$ cat src/rtl/niu32_mmio.sv
// -----------------------------------------------------------------------------
// niu32_mmio -- memory-mapped board I/O unit for a 32-bit CPU.
//
// Register map (full 32-bit address compare):
//   FFFF0000 HEX      R/W [15:0]   seven-segment nibbles
//   FFFF0020 LEDR     R/W [9:0]    red LEDs
//   FFFF0040 LEDG     R/W [7:0]    green LEDs
//   FFFF0100 KEY      RO  [3:0]    debounced pressed state (1 = pressed)
//   FFFF0104 KEY_EDGE W1C [3:0]    sticky press flags (only with NIU32_MMIO_EDGE_EN)
//   FFFF0120 SWITCH   RO  [9:0]    synchronized switches
//
// Optional feature macro: NIU32_MMIO_EDGE_EN. This macro enables the KEY_EDGE
// register. Without it, FFFF0104 decodes as unmapped.
//
// Ports:
//   clk, reset           clock and asynchronous active-high reset
//   addr, wdata, we, re  CPU access; reads complete one cycle later
//   rdata, rvalid        registered read data and its 1-cycle valid pulse
//   io_sel               combinational, 1 for the FFFF_xxxx I/O window
//   key_n, sw            raw asynchronous board inputs
//   hex_val, ledr, ledg  registered board outputs
// -----------------------------------------------------------------------------
module niu32_mmio #(
    parameter int DEBOUNCE_CYCLES = 16
) (
    input  logic        clk,
    input  logic        reset,
    input  logic [31:0] addr,
    input  logic [31:0] wdata,
    input  logic        we,
    input  logic        re,
    output logic [31:0] rdata,
    output logic        rvalid,
    output logic        io_sel,
    input  logic [3:0]  key_n,
    input  logic [9:0]  sw,
    output logic [15:0] hex_val,
    output logic [9:0]  ledr,
    output logic [7:0]  ledg
);

    localparam logic [31:0] ADDR_HEX      = 32'hFFFF_0000;
    localparam logic [31:0] ADDR_LEDR     = 32'hFFFF_0020;
    localparam logic [31:0] ADDR_LEDG     = 32'hFFFF_0040;
    localparam logic [31:0] ADDR_KEY      = 32'hFFFF_0100;
    localparam logic [31:0] ADDR_KEY_EDGE = 32'hFFFF_0104;
    localparam logic [31:0] ADDR_SWITCH   = 32'hFFFF_0120;
    localparam logic [15:0] DEB_LAST      = 16'(DEBOUNCE_CYCLES - 1);

    typedef enum logic [1:0] {
        RELEASED     = 2'd0,
        PRESS_WAIT   = 2'd1,
        PRESSED      = 2'd2,
        RELEASE_WAIT = 2'd3
    } deb_state_t;

    logic [3:0]  key_meta_r, key_sync_r;
    logic [9:0]  sw_meta_r, sw_sync_r;
    logic [15:0] hex_r;
    logic [9:0]  ledr_r;
    logic [7:0]  ledg_r;
    logic [31:0] rdata_r, rdata_nxt_s;
    logic        rvalid_r;
    deb_state_t  state_r [4];
    deb_state_t  state_nxt_s [4];
    logic [15:0] cnt_r [4];
    logic [15:0] cnt_nxt_s [4];
    logic [3:0]  press_evt_s;
    logic [3:0]  key_pressed_s;
    logic        unused_s;

    // Upper store-data bits are never stored anywhere.
    assign unused_s = ^wdata[31:16];

    assign io_sel  = (addr[31:16] == 16'hFFFF);
    assign rdata   = rdata_r;
    assign rvalid  = rvalid_r;
    assign hex_val = hex_r;
    assign ledr    = ledr_r;
    assign ledg    = ledg_r;

    // Two-flop synchronizers; keys idle high (released), switches idle low.
    always_ff @(posedge clk or posedge reset) begin
        if (reset) begin
            key_meta_r <= 4'hF;
            key_sync_r <= 4'hF;
            sw_meta_r  <= 10'h000;
            sw_sync_r  <= 10'h000;
        end else begin
            key_meta_r <= key_n;
            key_sync_r <= key_meta_r;
            sw_meta_r  <= sw;
            sw_sync_r  <= sw_meta_r;
        end
    end

    // Per-key debounce next state; key_sync_r is active-low.
    always_comb begin
        press_evt_s = 4'b0000;
        for (int n = 0; n < 4; n++) begin
            state_nxt_s[n] = state_r[n];
            cnt_nxt_s[n]   = cnt_r[n];
            case (state_r[n])
                RELEASED: begin
                    if (!key_sync_r[n]) begin
                        state_nxt_s[n] = PRESS_WAIT;
                        cnt_nxt_s[n]   = 16'd0;
                    end else begin
                        state_nxt_s[n] = RELEASED;
                    end
                end
                PRESS_WAIT: begin
                    if (key_sync_r[n]) begin
                        state_nxt_s[n] = RELEASED;
                        cnt_nxt_s[n]   = 16'd0;
                    end else if (cnt_r[n] == DEB_LAST) begin
                        state_nxt_s[n] = PRESSED;
                        cnt_nxt_s[n]   = 16'd0;
                        press_evt_s[n] = 1'b1;
                    end else begin
                        cnt_nxt_s[n] = cnt_r[n] + 16'd1;
                    end
                end
                PRESSED: begin
                    if (key_sync_r[n]) begin
                        state_nxt_s[n] = RELEASE_WAIT;
                        cnt_nxt_s[n]   = 16'd0;
                    end else begin
                        state_nxt_s[n] = PRESSED;
                    end
                end
                RELEASE_WAIT: begin
                    if (!key_sync_r[n]) begin
                        state_nxt_s[n] = PRESSED;
                        cnt_nxt_s[n]   = 16'd0;
                    end else if (cnt_r[n] == DEB_LAST) begin
                        state_nxt_s[n] = RELEASED;
                        cnt_nxt_s[n]   = 16'd0;
                    end else begin
                        cnt_nxt_s[n] = cnt_r[n] + 16'd1;
                    end
                end
                default: begin
                    state_nxt_s[n] = RELEASED;
                    cnt_nxt_s[n]   = 16'd0;
                end
            endcase
        end
    end

    // Debounce state and counter registers for all four keys.
    always_ff @(posedge clk or posedge reset) begin
        if (reset) begin
            for (int n = 0; n < 4; n++) begin
                state_r[n] <= RELEASED;
                cnt_r[n]   <= 16'd0;
            end
        end else begin
            for (int n = 0; n < 4; n++) begin
                state_r[n] <= state_nxt_s[n];
                cnt_r[n]   <= cnt_nxt_s[n];
            end
        end
    end

    // KEY reads 1 from the moment a press is accepted until a release is.
    always_comb begin
        for (int n = 0; n < 4; n++) begin
            key_pressed_s[n] = (state_r[n] == PRESSED) || (state_r[n] == RELEASE_WAIT);
        end
    end

    // Writable output registers; RO and unmapped writes fall through untouched.
    always_ff @(posedge clk or posedge reset) begin
        if (reset) begin
            hex_r  <= 16'h0000;
            ledr_r <= 10'h000;
            ledg_r <= 8'h00;
        end else if (we) begin
            case (addr)
                ADDR_HEX:  hex_r  <= wdata[15:0];
                ADDR_LEDR: ledr_r <= wdata[9:0];
                ADDR_LEDG: ledg_r <= wdata[7:0];
                default: begin
                    hex_r  <= hex_r;
                    ledr_r <= ledr_r;
                    ledg_r <= ledg_r;
                end
            endcase
        end else begin
            hex_r  <= hex_r;
            ledr_r <= ledr_r;
            ledg_r <= ledg_r;
        end
    end

`ifdef NIU32_MMIO_EDGE_EN
    logic [3:0] key_edge_r;
    logic [3:0] edge_clr_s;

    // Write-1-to-clear mask for the sticky flags.
    always_comb begin
        edge_clr_s = 4'b0000;
        if (we && (addr == ADDR_KEY_EDGE)) begin
            edge_clr_s = wdata[3:0];
        end else begin
            edge_clr_s = 4'b0000;
        end
    end

    // Sticky press flags; OR-ing the event in last lets a press beat a clear.
    always_ff @(posedge clk or posedge reset) begin
        if (reset) begin
            key_edge_r <= 4'b0000;
        end else begin
            key_edge_r <= (key_edge_r & ~edge_clr_s) | press_evt_s;
        end
    end
`else
    logic unused_evt_s;
    assign unused_evt_s = ^press_evt_s;
`endif

    // Read mux samples current register values, so a same-cycle write is not seen.
    always_comb begin
        rdata_nxt_s = 32'h0000_0000;
        case (addr)
            ADDR_HEX:      rdata_nxt_s = {16'h0000, hex_r};
            ADDR_LEDR:     rdata_nxt_s = {22'h000000, ledr_r};
            ADDR_LEDG:     rdata_nxt_s = {24'h000000, ledg_r};
            ADDR_KEY:      rdata_nxt_s = {28'h0000000, key_pressed_s};
`ifdef NIU32_MMIO_EDGE_EN
            ADDR_KEY_EDGE: rdata_nxt_s = {28'h0000000, key_edge_r};
`endif
            ADDR_SWITCH:   rdata_nxt_s = {22'h000000, sw_sync_r};
            default:       rdata_nxt_s = 32'h0000_0000;
        endcase
    end

    // Read response: one-cycle latency, rdata holds between reads.
    always_ff @(posedge clk or posedge reset) begin
        if (reset) begin
            rdata_r  <= 32'h0000_0000;
            rvalid_r <= 1'b0;
        end else begin
            rvalid_r <= re;
            if (re) begin
                rdata_r <= rdata_nxt_s;
            end else begin
                rdata_r <= rdata_r;
            end
        end
    end

endmodule

$ cat config.mk
export PLATFORM = sky130hd
export DESIGN_NAME = niu32_mmio
export DESIGN_NICKNAME = d
export VERILOG_FILES = /design/src/rtl/niu32_mmio.sv
export SDC_FILE = /design/constraint.sdc
export NUM_CORES = 1
export LEC_CHECK = 0
export ABC_AREA = 0
export BUFFER_PORTS_ARGS = -buffer_cell sky130_fd_sc_hd__buf_2
export CORE_UTILIZATION = 41
export DETAILED_ROUTE_END_ITERATION = 16
export PLACE_DENSITY = 0.7
export SYNTH_ARGS = -nofsm -noshare
export SYNTH_HDL_FRONTEND = slang
export SYNTH_SLANG_ARGS = --single-unit
$ cat constraint.sdc
create_clock -name clk -period 7.3 [get_ports clk]
set_input_delay 1.46 -clock clk [delete_from_list [all_inputs] [get_ports clk]]
set_output_delay 1.46 -clock clk [all_outputs]
set_load 0.02 [all_outputs]
# Yosys cells after proc, flatten, opt, wreduce, memory -nomap -nowiden
# Index checks and enable logic that the tools add are counted.
# word_totals
rom_bits	0
regBits	167
ramBits	0
mem_count	0
out_inout_bits	68
latch_bits	0
input_bits	82
# op_classes
n_shift	0
n_mux	53
magnitude_cmp	0
n_bitwise	0
n_div	0
n_eq_ne	38
addsub	4
reduce_logical	19
mul	0
# ops
operator	count
$mux 16	20
$pmux 16 s4	4
$eq 32x32->1 const B	5
$pmux 16 s5	1
$add 16x1->16 const B	4
$eq 16x4->1 const B	4
$mux 2	16
$pmux 2 s4	4
$ne 3x3->1 const B	8
$reduce_and 2->1	11
$eq 16x16->1 const B	1
$eq 2x2->1 const B	8
$ne 2x2->1 const B	8
$eq 2x1->1 const B	4
$logic_not 2->1	4
$mux 1	8
$logic_or 1x1->1	4

# Longest topological paths before layout
# Gate-level depths: netlist (run 1).
# logic_depth
depth_word	4
ltp_mapped	7
ltp_nobuf	6

# Worst setup path after synthesis (run 1)
# Ideal clock, no wire load.
# synth_path
path_kind	in2out
startpoint	in addr[30]
endpoint	out io_sel
stages	2
t_required_ns	5.840
path_slack_ns	3.769
arrival_time_ns	2.071
cell_sequence	nand4_1 nor4_4
# synth_via
elab_chain_cells	1
# synth_lines
item	line	source
from (decl)	28	input logic [31:0] addr,
$eq 16x16->1	75	assign io_sel = (addr[31:16] == 16'hFFFF);
to (decl)	34	output logic io_sel,
# No other way between the ends.

# Worst setup path in the final report (run 1)
# layout_path
startpoint	in addr[24]
endpoint	out io_sel
# The elaborated chain is that of the path after synthesis.

==> metrics.txt, run 1 <==
final-report hold violation count=0; Fin Setup TNS=0 ns; die footprint=17100 um^2; Layout fillers=1425; Sequential Power Share=45.7%; die height=131 um; Num CTS Buffers=17; Max Cap Viol=0; initial antenna violation count=0; CP required=between 5 and 6 ns; Reg area=3790 um^2; input/output buffers=117; Arrival @ worst endpoint=2.28 ns; share of the synthesized area in the top cell type=about 53%; latest clock arrival within the worst-skew pair=0.42 ns; vias in the first global route=4976; worst path cell trace=buf_2, nand4_1, nor4_4, buf_2; CTS resizes=0; layout overhead on the synthesized area=20.2%; Slew HR=a little over a quarter; Main synth FF type=dfrtp_1; DR vias=5096; pin count of the biggest net entering global routing=88; Hold Path Class=reg2reg; remaining antenna violation count after routing=0; Netlist cell types=56; first-pass GRT wire length=24800 um; number of nets in the final layout=804; sw frac=approximately 23%; final setup fails=0; Post-synth EDFFs=0; Internal=1470 uW; CP dominant cell by count=buf_2; share of cells above drive strength 1=29.1%; #FFs+latches synth=151; H-tree levels=4; clock power share=49.5%; hold path cells=0; Power Density=233 nW/um^2; crit path time final=approximately 3.7 ns; CP startpoint kind=primary input; width of the chip=between 100 and 150 um; synthesized area=between 6000 and 7000 um^2; clk root buf=clkbuf_16; # DRC=0; Comb pwr share=4.8%; Avg Cell Area, Syn=11.4 um^2; synth warn=0; async set-reset flop share out of synthesis=100%; starting density of the core=42.4%; final core utilization=~51%; DRT iter0 DRCs=277; slowest CP cell=nor4_4; placement row count=46; cts hold-fix bufs=0; period utilization=between 50% and 60%; num ports=150; Slew Viols, Final=0; commonest cells after routing, fill and taps aside=143 x dfrtp_1, 117 x buf_2, 57 x nor2_1; DP HPWL=11300 um; CTS Sinks=151; post-CTS setup buffer count=0; Synth area leaders=dfrtp_1 53%, mux2_2 6.3%, xnor2_1 3.2%; clk_skew=approximately 0.0064 ns; leakage=0.00390 uW; commonest non-fill, non-tap cell in the layout=dfrtp_1; Setup crit end kind=primary output; R2R Setup Slk=between 4 and 5 ns; CP max FO=4; Routed WL per cell=16.9 um; Seq/Total Area, Yosys=a little under three fifths; max incr delay on CP=0.37 ns; Synth Instances=596; clk slew on worst S/H paths=~0.06 ns; core area=16000 um^2; multi-input logic area=2820 um^2; Final Routed Wirelength=16000 um; P_sw=between 400 and 500 uW; outcome=finished clean; critical path class=in2out; VDD IR max=0.000197 V; Overflow after GRT=0; Clock Tree Buf Depth=2; Fmax=267 MHz; gr usage total=19.4%; routability congestion estimate=0.781; top cell type by total area after synthesis=dfrtp_1; CTS tree=built; slew at the pin with the worst max-slew slack=1.10 ns; Worst R2R Path Depth=6; RSZ-0062 raised after global routing=false; drt via density=5.38; ant diodes=0; first-pass iteration count of the detailed router=4
cell type report:
cell class	instances	share of cell area, %
clock buffer	18	5.38
sequential	151	46.4
inverter	12	0.613
clock inverter	14	2.42
multi-input combinational	418	34.6
timing repair buffer	118	7.27
tap	216	3.31
cells in the mapped netlist (all sizes together) (12+ instances only):
library cell / count
a21oi: 16
a31oi: 13
and3: 14
buf: 19
dfrtp: 143
inv: 12
mux2: 38
nand2: 38
nand3: 27
nor2: 59
nor3: 13
nor4: 15
o21ai: 24
xnor2: 25
xor2: 12
per-layer routing:
metal  GRT usage [%]  wire length (um)  part of all wire (%)  vias up
li1                -                 -                     -     2378
met1            23.7              6860                    43     2536
met2            32.5              7780                    49      163
met3            5.17              1060                   6.7       19
met4            7.78               256                   1.6        0
met5               0                 0                     0        -
critical path, delay by kind of cell:
kind | cells | cell delay, ns
AND/OR/NAND/NOR | 2 | 0.50
buffers and inverters | 2 | 0.32
through the flow:
stage	setup slack (ns)	cell area, um^2	hold slack, ns	instances	total power, uW
after floorplan	1.79	6840	0.331	611	943
after global placement	3.40	7520	0.334	915	971
after detailed placement	3.34	7520	0.335	915	976
after CTS	3.56	8160	0.349	947	1920
after global routing	3.53	8160	0.350	947	1960
final	3.56	8160	0.348	947	1900
flip-flops by register name (all words and copies together) (netlist names), named ones only:
register,flops
state_r,4
hex_val,16
rvalid,1
ledr,10
key_meta_r,4
key_sync_r,4
sw_meta_r,10
ledg,8
rdata,16
cnt_r,64
sw_sync_r,10
kinds of logic after synthesis:
logic type,Yosys count,share of synthesized area [%]
simple gates,215,16.9
flops,151,55.8
compound gates,96,9.42
mux,50,8.81
buf+inv,42,3.45
xor+xnor,37,4.78
fa+ha+maj,4,0.737
other cells,1,0.0553
power by group through the flow:
stage / combinational (uW) / sequential [uW] / clock (uW)
4_1_cts: 93.5 / 868 / 957
2_1_floorplan: 63.6 / 880 / 0
5_1_grt: 104 / 870 / 989
3_5_place_dp: 93.1 / 883 / 0
3_3_place_gp: 89.7 / 882 / 0
6_report: 91.7 / 868 / 939
final timing paths:
path                         startpoint            to
setup / recovery               addr[24]        io_sel
hold / removal             sw_meta_r[4]  sw_sync_r[4]
setup reg to reg               cnt_r[0]      cnt_r[9]
hold reg to reg            sw_meta_r[4]  sw_sync_r[4]
max in group asynchronous         reset  sw_meta_r[2]
min in group asynchronous         reset  sw_meta_r[1]
Power figures use the tool's default switching activity.
==> inputs of run 2 (changes only) <==
ABC_AREA = 1   (was 0)
PLACE_DENSITY = 0.72   (was 0.7)
clock period = 3.34 ns   (was 7.3 ns; I/O delays follow)
==> metrics.txt, run 2 <==
vias in the first global route=between 5000 and 6000; Max Cap Viol=0; Num CTS Buffers=17; Arrival @ worst endpoint=1.59 ns; Synth area leaders=dfrtp_1 48%, nand2_1 12%, inv_1 5.8%; Synth Instances=908; ant diodes=0; commonest cells after routing, fill and taps aside=230 x nand2_1, 143 x dfrtp_1, 117 x buf_2; final setup fails=0; clk root buf=clkbuf_16; Slew HR=between 40% and 50%; routability congestion estimate=between 0.8 and 0.9; Slew Viols, Final=0; CP max FO=18; remaining antenna violation count after routing=0; Avg Cell Area, Syn=8.15 um^2; first-pass iteration count of the detailed router=5; placement row count=48; CTS tree=built; cts hold-fix bufs=0; RSZ-0062 raised after global routing=false; drt via density=approximately 4.8; Top reg by flops=cnt_r; width of the chip=136 um; clk_skew=~0.0074 ns; num ports=150; DR vias=6134; layout overhead on the synthesized area=18.3%; crit path time final=2.26 ns; final-report hold violation count=0; most common cell in the netlist=nand2_1; CP required=2.67 ns; Power Density=466 nW/um^2; Total Power=4080 uW; CTS resizes=0; slew at the pin with the worst max-slew slack=0.812 ns; CP startpoint kind=primary input; Setup crit end kind=primary output; leakage=0.00443 uW; Routed WL per cell=12.7 um; Main synth FF type=dfrtp_1; Post-synth EDFFs=0; VDD IR max=0.000345 V; H-tree levels=4; first-pass GRT wire length=27700 um; # DRC=0; period utilization=67.6%; CTS Sinks=151; Hold Path Class=in2reg; core area=17500 um^2; post-CTS setup buffer count=0; synthesized area=7400 um^2; initial antenna violation count=0; synth cell count leaders=230 x nand2_1, 143 x dfrtp_1, 114 x inv_1; share of cells above drive strength 1=19.3%; pin count of the biggest net entering global routing=152; synth warn=0; die footprint=18600 um^2; number of nets in the final layout=1117; max reg flops=64; #FFs+latches synth=roughly 150; latest clock arrival within the worst-skew pair=0.43 ns; Seq/Total Area, Yosys=between 50 and 60%; clk slew on worst S/H paths=0.06 ns; top cell type by total area after synthesis=dfrtp_1; Final Routed Wirelength=16200 um; Clock Tree Buf Depth=2; critical path class=in2out; Overflow after GRT=0; DP HPWL=~12000 um; share of the synthesized area in the top cell type=between 40 and 50%; Fin Setup TNS=0 ns; DRT iter0 DRCs=370; gr usage total=19.2%; input/output buffers=around 120; starting density of the core=between 40% and 50%; Fmax=~440 MHz; async set-reset flop share out of synthesis=100%; outcome=finished clean; Netlist cell types=~40; die height=136 um; commonest non-fill, non-tap cell in the layout=nand2_1
==> run 2: cell types whose count changed after synthesis, moves of 21 or more <==
| cell | change |
|---|---|
| xnor2_1 | -21 |
| nand3_1 | +49 |
| nand2_1 | +192 |
| inv_1 | +102 |
| nor2_1 | +51 |
| mux2_2 | -38 |
==> run 2: path summary, 6_finish.rpt <==
kind	from	to	slack, ns	cells after the start
max	addr[17]	io_sel	1.08	6
min	key_n[1]	key_meta_r[1]	0.33	1
max reg2reg	key_sync_r[3]	cnt_r[12]	1.41	9
min reg2reg	sw_meta_r[5]	sw_sync_r[5]	0.35	0
max in group asynchronous	reset	hex_val[14]	2.28	3
min in group asynchronous	reset	rvalid	0.43	3
==> run 2: cell type report <==
class,count,area (um^2)
Inverter,119,455
Clock buffer,19,453
Clock inverter,13,169
Fill cell,1624,8720
Multi-Input combinational cell,623,3000
Sequential cell,151,3790
Tap cell,225,282
Timing Repair Buffer,119,613
==> run 2: cells by family after synthesis <==
family,after synthesis,share of synthesized area [%]
other cells,1,0.0507
fa+ha+maj,4,0.676
buf+inv,149,9.06
simple gates,486,29.0
xor+xnor,23,2.72
flops,151,51.2
mux,1,0.135
compound gates,93,7.13
==> run 2: per-layer routing <==
| metal | GRT usage, % | vias to the layer above | share of wire (%) |
|---|---|---|---|
| li1 | - | 3114 | - |
| met1 | 24.6 | 2852 | 45 |
| met2 | 30.8 | 133 | 47 |
| met3 | 4.29 | 35 | 4.0 |
| met4 | 9.26 | 0 | 3.2 |
| met5 | 0 | - | 0 |
==> run 2: worst max-delay path: stages <==
cell and delay, ns:
buf_2 0.08, nand2_1 0.04, nor2_1 0.10, nand2_1 0.09, nor2_4 0.37, buf_2 0.25
==> run 2: power by group <==
group | leakage [uW] | switching, uW | internal, uW
clock network | 0.000297 | 777 | 1220
logic | 0.00212 | 138 | 58.8
registers | 0.00201 | 17.5 | 1870
total | 0.00443 | 932 | 3150
==> run 2: through the flow <==
| step | setup WS, ns | util (%) | cells | instance area (um^2) | hold WS (ns) |
|---|---|---|---|---|---|
| detailed placement | 1.08 | 46.6 | 1237 | 8140 | 0.336 |
| global placement | 1.10 | 46.6 | 1237 | 8140 | 0.332 |
| CTS | 1.08 | 50.1 | 1269 | 8760 | 0.317 |
| floorplan | 0.776 | - | 923 | 7460 | 0.331 |
| finish | 1.08 | 50.1 | 1269 | 8760 | 0.333 |
| global route | 0.988 | 50.1 | 1269 | 8760 | 0.319 |
==> inputs of run 3 (changes only) <==
PLACE_DENSITY = 0.69   (was 0.72)
clock period = 2.25 ns   (was 3.34 ns; I/O delays follow)
==> metrics.txt, run 3 (synthesis gave the netlist of run 2 again) <==
met2 wire len=7890 um; initial antenna violation count=0; CP Depth=9; number of nets in the final layout=approximately 1100; slew at the pin with the worst max-slew slack=0.675 ns; gr usage total=18.8%; worst setup slack after layout=0.403 ns; input/output buffers=117; leakage=0.00450 uW; pin count of the biggest net entering global routing=36; period utilization=82.1%; crit path time final=1.85 ns; slowest CP cell=dfrtp_1; final setup fails=0; Hold Path Class=in2async; Fmax=541 MHz; remaining antenna violation count after routing=0; H-tree levels=4; uppermost layer routed=met4; Arrival @ worst endpoint=2.15 ns; Slew HR=54.9%; Reg area=3790 um^2; # DRC=0; die footprint=18600 um^2; worst path cell trace=ha_1, nand2_1, nor2_1, and3_1, nand2_1, nand3_1, nand2_1, inv_2, nor2_1; routed wl met3=509 um; commonest cells after routing, fill and taps aside=230 x nand2_1, 143 x dfrtp_1, 117 x buf_2; Clock Tree Buf Depth=2; starting density of the core=a little over two fifths; final-report hold violation count=0; commonest non-fill, non-tap cell in the layout=nand2_1; Final Routed Wirelength=16400 um; DP HPWL=12000 um; WL met1=7590 um; VDD IR max=0.000617 V; Top reg by flops=cnt_r; buffer and inverter count on the worst path=1; Power Density=706 nW/um^2; Num CTS Buffers=17; share of cells above drive strength 1=19.9%; CTS resizes=0; RSZ-0062 raised after global routing=false; CP max FO=7; Routed WL per cell=12.8 um; ant diodes=0; DR vias=just over 6000; Fin Setup TNS=0 ns; multi-input logic area=3000 um^2; cts hold-fix bufs=0; drt via density=4.80; pre-CTS WS=0.321 ns; routability congestion estimate=about 0.86; outcome=finished clean; R2R Setup Slk=0.40 ns; final core utilization=50.8%; max reg flops=64; Layout fillers=1587; DRT iter0 DRCs=~330; clk slew on worst S/H paths=0.06 ns; core area=17500 um^2; Setup crit end kind=flop; placement row count=48; die height=between 100 and 150 um; CTS tree=built; max incr delay on CP=0.39 ns; first-pass iteration count of the detailed router=5; vias in the first global route=5680; CP dominant cell by count=nand2_1; Overflow after GRT=0; Crit path max-delay family=simple AND/OR/NAND/NOR gates; latest clock arrival within the worst-skew pair=0.43 ns; post-CTS setup buffer count=0; width of the chip=136 um; layout overhead on the synthesized area=20.1%; Slew Viols, Final=0; CP startpoint kind=flop; clk root buf=clkbuf_16; Max Cap Viol=0; CTS Sinks=151; first-pass GRT wire length=27200 um; num ports=150; clk_skew=about 0.012 ns; CP required=about 2.6 ns; Worst R2R Path Depth=9; critical path class=reg2reg
==> run 3: cell types whose count changed in the layout (fill, tap and decap cells not counted), sizes merged <==
cell / before / now
buf: 119 / 127
bufinv: 3 / 5
clkbuf: 19 / 21
clkinv: 6 / 2
clkinvlp: 4 / 5
inv: 119 / 118
==> run 3: per-stage QoR <==
step                total power (uW)  instances  area, um^2  hold WS, ns
finish                          6280       1277        8890        0.127
global route                    6480       1277        8890        0.110
CTS                             6320       1277        8890        0.114
detailed placement              3160       1245        8220        0.335
global placement                3150       1245        8220        0.333
floorplan                       3050        923        7460        0.331
==> run 3: power by group <==
part           total [uW]  leakage, uW  switching, uW  internal, uW
clock network        3170     0.000312           1110          2060
registers            2800      0.00201           26.4          2770
logic                 309      0.00217            211          97.7
total                6280      0.00450           1350          4930
==> run 3: final cells by class <==
type | instances | area share (%)
tap | 225 | 3.17
clock buffer | 21 | 5.29
clock inverter | 11 | 2.18
inverter | 119 | 5.13
multi-input combinational | 623 | 33.7
timing repair buffer | 127 | 7.86
sequential | 151 | 42.6
==> run 3: path summary, 6_finish.rpt <==
kind	from	endpoint
min in group clk	key_n[1]	key_meta_r[1]
setup reg to reg	cnt_r[16]	cnt_r[22]
hold reg to reg	key_meta_r[1]	key_sync_r[1]
setup / recovery	cnt_r[16]	cnt_r[22]
hold / removal	reset	rvalid
max in group asynchronous	reset	key_meta_r[3]
==> run 3: worst register-to-register path: stages (launching register included) <==
cell and delay (ns):
dfrtp_1 0.39, ha_1 0.20, nand2_1 0.06, nor2_1 0.22, and3_1 0.20, nand2_1 0.07
nand3_1 0.13, nand2_1 0.21, inv_2 0.19, nor2_1 0.07
==> run 3: metal layers <==
metal  vias up  GRT usage [%]
met4         0           7.65
met3        24           2.95
li1       3141              -
met5         -              0
met1      2843           24.9
met2       116           30.8
